[src/rtl/riscv_program_loader_if.sv]
// riscv_program_loader_if: byte stream input and imem write port of the program loader
interface riscv_program_loader_if #(
  parameter int NUM_INST = 128
) ();
  localparam int AW = $clog2(NUM_INST);
  logic [7:0] byte_in;
  logic byte_valid;
  logic byte_ready;
  logic imem_we;
  logic [AW-1:0] imem_addr;
  logic [31:0] imem_wdata;
  modport master (input byte_in, byte_valid, output byte_ready, imem_we, imem_addr, imem_wdata);
  modport slave (output byte_in, byte_valid, input byte_ready, imem_we, imem_addr, imem_wdata);
endinterface

[src/rtl/riscv_program_loader.sv]
// riscv_program_loader: assembles LE bytes into imem words and holds the core in reset until loaded; LOADER_CHECKSUM_EN adds a checksum trailer check
module riscv_program_loader #(
  parameter int NUM_INST = 128,
  parameter int INST_WIDTH = 32,
  localparam int AW = $clog2(NUM_INST),
  localparam int CW = $clog2(NUM_INST + 1)
) (
  input  logic clk,
  input  logic rst,
  input  logic start,
  input  logic [CW-1:0] word_count,
  riscv_program_loader_if.master bus,
  output logic core_rstn,
  output logic busy,
  output logic done,
  output logic error
);
  localparam logic [2:0] IDLE = 3'd0, LOAD = 3'd1, DONE = 3'd2, ERROR = 3'd3;
`ifdef LOADER_CHECKSUM_EN
  localparam logic [2:0] CHECK = 3'd4;
  logic [31:0] sum;
`endif
  logic [2:0] state;
  logic [1:0] lane;
  logic [INST_WIDTH-9:0] part;
  logic [CW-1:0] cnt, idx;
  logic hs, can_start, bad_count;
  logic [INST_WIDTH-1:0] word;
  assign hs = bus.byte_valid && bus.byte_ready;
  // bytes shift in from the top so the first byte ends up in bits [7:0]
  assign word = {bus.byte_in, part};
  assign can_start = start && (state == IDLE || state == DONE || state == ERROR);
  assign bad_count = word_count == '0 || word_count > CW'(NUM_INST);
  always_ff @(posedge clk) begin
    if (rst) begin
      state <= IDLE;
      lane <= '0;
      part <= '0;
      cnt <= '0;
      idx <= '0;
      bus.byte_ready <= 1'b0;
      bus.imem_we <= 1'b0;
      bus.imem_addr <= '0;
      bus.imem_wdata <= '0;
      core_rstn <= 1'b0;
      busy <= 1'b0;
      done <= 1'b0;
      error <= 1'b0;
`ifdef LOADER_CHECKSUM_EN
      sum <= '0;
`endif
    end else begin
      bus.imem_we <= 1'b0;
      if (hs) begin
        lane <= lane + 2'd1;
        part <= word[INST_WIDTH-1:8];
      end
      if (can_start) begin
        lane <= '0;
        part <= '0;
        idx <= '0;
        cnt <= word_count;
        core_rstn <= 1'b0;
        done <= 1'b0;
        state <= bad_count ? ERROR : LOAD;
        error <= bad_count;
        busy <= !bad_count;
        bus.byte_ready <= !bad_count;
`ifdef LOADER_CHECKSUM_EN
        sum <= '0;
`endif
      end else if (state == LOAD) begin
        if (hs && lane == 2'd3) begin
          bus.imem_we <= 1'b1;
          bus.imem_wdata <= word;
          bus.imem_addr <= idx[AW-1:0];
          idx <= idx + CW'(1);
`ifdef LOADER_CHECKSUM_EN
          sum <= sum + word;
`else
          if (idx == cnt - CW'(1)) bus.byte_ready <= 1'b0;
`endif
        end
        // idx already points past the last word while its write strobe is out
        if (bus.imem_we && idx == cnt) begin
`ifdef LOADER_CHECKSUM_EN
          state <= CHECK;
`else
          state <= DONE;
          busy <= 1'b0;
          done <= 1'b1;
`endif
        end
      end
`ifdef LOADER_CHECKSUM_EN
      else if (state == CHECK) begin
        if (hs && lane == 2'd3) begin
          bus.byte_ready <= 1'b0;
          busy <= 1'b0;
          state <= word == sum ? DONE : ERROR;
          done <= word == sum;
          error <= word != sum;
        end
      end
`endif
      else if (state == DONE) begin
        core_rstn <= 1'b1;
      end
    end
  end
endmodule

[src/flat_wrapper.sv]
// flat-port wrapper written by rule: the top's interface ports become plain ports
module riscv_program_loader_flat 
#(
  parameter int NUM_INST = 128,
  parameter int INST_WIDTH = 32,
  localparam int AW = $clog2(NUM_INST),
  localparam int CW = $clog2(NUM_INST + 1)
)
  (clk, rst, start, word_count, core_rstn, busy, done, error, bus_byte_in, bus_byte_valid, bus_byte_ready, bus_imem_we, bus_imem_addr, bus_imem_wdata);
  riscv_program_loader_if #(.NUM_INST(NUM_INST)) bus_i ();
  input  logic clk;
  input  logic rst;
  input  logic start;
  input  logic [CW-1:0] word_count;
  output logic core_rstn;
  output logic busy;
  output logic done;
  output logic error;
  input wire logic [$bits(bus_i.byte_in)-1:0] bus_byte_in;
  input wire logic [$bits(bus_i.byte_valid)-1:0] bus_byte_valid;
  output wire logic [$bits(bus_i.byte_ready)-1:0] bus_byte_ready;
  output wire logic [$bits(bus_i.imem_we)-1:0] bus_imem_we;
  output wire logic [$bits(bus_i.imem_addr)-1:0] bus_imem_addr;
  output wire logic [$bits(bus_i.imem_wdata)-1:0] bus_imem_wdata;
  assign bus_i.byte_in = bus_byte_in;
  assign bus_i.byte_valid = bus_byte_valid;
  assign bus_byte_ready = bus_i.byte_ready;
  assign bus_imem_we = bus_i.imem_we;
  assign bus_imem_addr = bus_i.imem_addr;
  assign bus_imem_wdata = bus_i.imem_wdata;
  riscv_program_loader #(.NUM_INST(NUM_INST), .INST_WIDTH(INST_WIDTH)) u_core (.clk(clk), .rst(rst), .start(start), .word_count(word_count), .bus(bus_i), .core_rstn(core_rstn), .busy(busy), .done(done), .error(error));
endmodule
[config.mk]
export PLATFORM = sky130hd
export DESIGN_NAME = riscv_program_loader_flat
export DESIGN_NICKNAME = d
export VERILOG_FILES = /design/src/rtl/riscv_program_loader_if.sv /design/src/rtl/riscv_program_loader.sv /design/src/flat_wrapper.sv
export SDC_FILE = /design/constraint.sdc
export NUM_CORES = 1
export LEC_CHECK = 0
export BUFFER_PORTS_ARGS = -buffer_cell sky130_fd_sc_hd__buf_2
export CAP_MARGIN = 0
export CORE_MARGIN = 4
export CORE_UTILIZATION = 36
export CTS_CLUSTER_SIZE = 20
export DETAILED_ROUTE_END_ITERATION = 8
export GPL_ROUTABILITY_DRIVEN = 0
export GPL_TIMING_DRIVEN = 0
export HOLD_SLACK_MARGIN = 0.08
export MAX_ROUTING_LAYER = met4
export PLACE_DENSITY = 0.62
export REMOVE_ABC_BUFFERS = 1
export SYNTH_ARGS = -nofsm -noshare
export SYNTH_HDL_FRONTEND = slang
export SYNTH_SLANG_ARGS = --single-unit
[constraint.sdc]
create_clock -name clk -period 4.7 [get_ports clk]
set_clock_uncertainty 0.05 [all_clocks]
set_input_delay 0.47 -clock clk [delete_from_list [all_inputs] [get_ports clk]]
set_output_delay 0.47 -clock clk [all_outputs]
set_load 0.02 [all_outputs]
# Word-level counts from Yosys, hierarchy flattened
# Cells that the tools add are included.
[word_totals]
regBits = 90
out_inout_bits = 45
word_cells = 59
in_bits = 20
[classes]
n_mux = 12
n_lt_le_gt_ge = 1
addsub = 3
reduce_logical = 22
eq_ne = 6
bitwise = 2
[ops]
columns = ["cell", "count"]
rows = [
  ["equality test 8 bit", 2],
  ["2-to-1 mux 3 bit", 3],
  ["adder 8 x 1 -> 8 bit (second input constant)", 1],
  ["> comparator 8 bit (second input constant)", 1],
  ["logical NOT 8 bit", 1],
  ["2-to-1 mux 1 bit", 8],
  ["AND reduction 2 bit", 4],
  ["nonzero test 2 bit", 4],
  ["subtractor 8 x 1 -> 8 bit (second input constant)", 1],
  ["equality test 3 x 2 -> 1 bit (second input constant)", 2],
  ["AND reduction 3 bit", 2],
  ["logical AND 1 bit", 4],
  ["equality test 3 x 1 -> 1 bit (second input constant)", 1],
  ["logical NOT 3 bit", 1],
  ["logical OR 1 bit", 3],
  ["OR reduction 3 bit", 1],
  ["adder 2 x 1 -> 2 bit (second input constant)", 1],
  ["equality test 2 bit (second input constant)", 1],
  ["2-to-1 mux 2 bit", 1],
  ["inverter 1 bit", 2],
  ["OR reduction 2 bit", 1],
  ["logical NOT 1 bit", 1],
]

# Logic depth before layout (Yosys ltp)
[logic_depth]
word_depth = 6
ltp_mapped = 7
mapped_depth_nobuf = 7

# Least setup slack after synthesis
# No wires, ideal clock.
[synth_path]
kind = "register to register"
start = "register u_core.bus.byte_ready"
end = "register u_core.idx[7]"
setup_slack_ns = 2.871
path_stages_with_launch = 7
n_path_buf = 1
t_required_ns = 4.580
setup_ns = 0.070
t_arrival_ns = 1.709
synth_period_minus_slack_ns = 1.829
path_cell_list = "dfxtp_1 > and2_1 > buf_4 > nand3_4 > or3_4 > or3_1 > a21oi_1"
[synth_between]
elab_chain_cells = 3
[synth_lines]
columns = ["element", "line", "text"]
rows = [
  ["from (decl)", "riscv_program_loader_if.sv:12", "modport master (input byte_in, byte_valid, output byte_ready, imem_we, imem_addr, imem_wdata);"],
  ["from (signal assigned)", "riscv_program_loader.sv:68", "bus.byte_ready <= !bad_count;"],
  ["logical AND 1 bit", "riscv_program_loader.sv:29", "assign hs = bus.byte_valid && bus.byte_ready;"],
  ["logical AND 1 bit", "riscv_program_loader.sv:73", "if (hs && lane == 2'd3) begin"],
  ["AND reduction 2 bit (no line)", "--", ""],
  ["to (signal assigned)", "riscv_program_loader.sv:77", "idx <= idx + CW'(1);"],
  ["to (decl)", "riscv_program_loader.sv:26", "logic [CW-1:0] cnt, idx;"],
]
# Every way passes these cells.
# A chain may end at the register's enable or synchronous reset.

# Worst setup path in the final report
[layout_path]
start = "register u_core.bus.byte_ready"
end = "register u_core.bus.byte_ready"
[layout_between]
elab_chain_cells = 4
[layout_lines]
columns = ["element", "line"]
rows = [
  ["logical AND 1 bit", "riscv_program_loader.sv:29"],
  ["logical AND 1 bit", "riscv_program_loader.sv:73"],
  ["nonzero test 2 bit (no line)", "--"],
  ["AND reduction 3 bit (no line)", "--"],
]
# Every way passes these cells.

==> run metrics <==
per-cell routed wire length 12.5 microns; CTS Root Cell clkbuf_8; flops & latches, synth 89; unique cell type count in the Yosys netlist 34; CTS Buf Count 9; Syn Inst Count around 440; Setup TNS 0 ns; share of cells above drive strength 1 0.172; pre-CTS setup slack between 1 and 1.5 ns; Mapped Area 3450 sq um; Overall Global Routing Usage 0.145; Crit. End Element flop; CP Buf/Inv Count 0; critical path startpoint u_core.bus.byte_ready; Post-CTS Resized 0; CP cell instances and2_1 -> and3_2 -> nand4_1 -> o311ai_0 -> o211ai_1; final max-slew violation count 0; PwrDens 344 nW/um^2; Adder-Cell Fraction of Synth Area 0.0109; cell taking the most area after synthesis dfxtp_1; drt initial violations between 150 and 200; Final Util 0.432; Post-CTS Hold Buffers 0; final hold viol count 0; num ports 65; Setup WS post-layout 1.51 ns; max_cap viols 0; Antenna Nets Post-Route 0; Setup violations, final 0; type of the worst min-delay path in -> reg; number of global-route vias before repair roughly 2700; first-pass GRT wire length 13100 microns; Filler Cell Count 989; run status completed; arrival time at the worst endpoint 3.34 ns; EDFF count, synth 0; clock slew at reported path FFs 0.09 ns; DR pass1 iterations 4; Clock Path Buffers 2; Die Ht 106 microns; CP Class reg -> reg; Tightest Pin Transition 1.13 ns; XOR/XNOR Fraction of Synth Area 0.0457; Antenna Cells 0; Yosys top cell area share 0.517; die area roughly 11000 sq um; Peak Freq 313 MHz; worst vdd ir 0.000164 V; Max FO, Critical Path 45; post-CTS setup buffers 0; period utilisation layout 0.679; Num Clock Sinks 89; Synth Area per Inst 7.88 sq um; Synth Area in Compound Gates 0.136; Synth Area in Simple Gates 0.247; Area contributors post-synth dfxtp_1, nand2_1, a21oi_1; Core Area 9280 sq um; Reg-to-Reg Start u_core.bus.byte_ready; Commonest cells post-synth nand2_1, dfxtp_1, a21oi_1; TritonCTS clock tree done; main combinational cell family by area after synthesis simple AND/OR/NAND/NOR gates; min-delay src bus_byte_in[1]; Most used DFF post-synth dfxtp_1; Rel. slew slack 0.244; sequential-to-total area share from yosys stat 0.517; mux cell area share after synthesis 0.00326; asr flop ratio synth 0; Post-Layout Cell Count 617; min Tclk post-route 3.19 ns; CP max stage delay roughly 0.91 ns; total grt overflow 0; count leader, synth nand2_1; area grow syn2layout 16.3%; pin count of the biggest net entering global routing 55; Leak 1.52 nW; Worst EP required 4.85 ns; worst-skew pair later-pin latency 0.34 ns; RSZ-0062 raised after global routing no; H-tree Lvls 3; final wirelength slightly below 8000 microns; DP Wirelength 4920 microns; CP Launch Type flop; initial antenna violation count 0; Die W 106 microns; Post-layout nets 506; drc violations 0; Initial Util 0.372; count of input and output buffers 64; row count 35; Slowest-stage cell, CP and2_1; delay-heaviest family, CP simple AND/OR/NAND/NOR gates; Via density 4.75; total number of vias 2932; placed cells 601; Synth warnings 0
==> worst register-to-register path: stages (launching register included) <==
cell and delay, ns:
dfxtp_1 0.41, and2_1 0.91, and3_2 0.91, nand4_1 0.19
o311ai_0 0.43, o211ai_1 0.15
==> final cells by class <==
| cell class | count | area (sq um) | share of cell area |
|---|---|---|---|
| flip-flops and latches | 89 | 1780 | 0.444 |
| multi-input cells | 314 | 1530 | 0.382 |
| repair buffers | 64 | 320 | 0.0799 |
| well taps | 129 | 161 | 0.0402 |
| clock buffers | 10 | 128 | 0.0318 |
| clock inverters | 6 | 68.8 | 0.0172 |
| inverters | 5 | 18.8 | 0.00468 |
==> state kept, by name (all words and copies together) (netlist names), 2 cells and up <==
| name | cells |
|---|---|
| u_core.bus.imem_wdata | 32 |
| u_core.part | 24 |
| u_core.lane | 2 |
| u_core.cnt | 8 |
| u_core.bus.imem_addr | 7 |
| u_core.state | 2 |
| u_core.idx | 8 |
==> logic make-up (layout without fill, tap and decap cells) <==
| group | count (synthesis) | in the layout |
|---|---|---|
| compound gates | 89 | 89 |
| flops | 89 | 89 |
| mux | 1 | 1 |
| simple gates | 203 | 203 |
| fa+ha+maj | 3 | 3 |
| xor+xnor | 18 | 18 |
| buf+inv | 35 | 85 |
==> per-layer routing <==
layer | GRT usage | wire length (microns)
met5 | - | 0
met4 | 0.0555 | 129
met3 | 0.0243 | 273
met2 | 0.231 | 3610
met1 | 0.186 | 3690
==> worst paths after layout <==
path	end	slack [ns]	cells after the start
worst max-delay path	u_core.bus.byte_ready	1.51	5
worst min register to register	u_core.bus.imem_wdata[4]	0.40	2
worst min-delay path	u_core.part[17]	0.32	3
worst max register to register	u_core.bus.byte_ready	1.51	5
==> where the power goes <==
part           internal, mW  switching, mW  total (mW)
Clock                 0.247          0.268       0.515
Combinational        0.0308         0.0601      0.0909
Sequential            0.764         0.0117       0.776
==> through the flow <==
stage / hold WS [ns] / power, mW / cell area [sq um]
floorplan: 0.376 / 0.847 / 3330
global placement: 0.390 / 0.883 / 3810
finish: 0.318 / 1.38 / 4010
detailed placement: 0.388 / 0.885 / 3810
CTS: 0.296 / 1.40 / 4010
global route: 0.304 / 1.44 / 4010
==> placed cells by master, fill, tap and decap left out, types with 2 or more instances in the layout <==
cell type,synthesis,final
nand2_1,156,156
dfxtp_1,89,89
a21oi_1,79,79
buf_2,0,64
nor2_1,17,17
xor2_1,12,12
clkbuf_8,0,9
xnor2_1,6,6
nand4_1,6,6
inv_1,5,5
clkinvlp_4,0,4
nand2b_1,4,3
nor3_1,3,3
nand3_1,3,3
ha_1,3,3
and2_1,2,2
nor4_1,2,2
o211ai_1,2,2
nand3b_1,2,2
o21ai_0,2,2
or3_1,2,2
No activity file was read; power rests on OpenSTA's default activity.
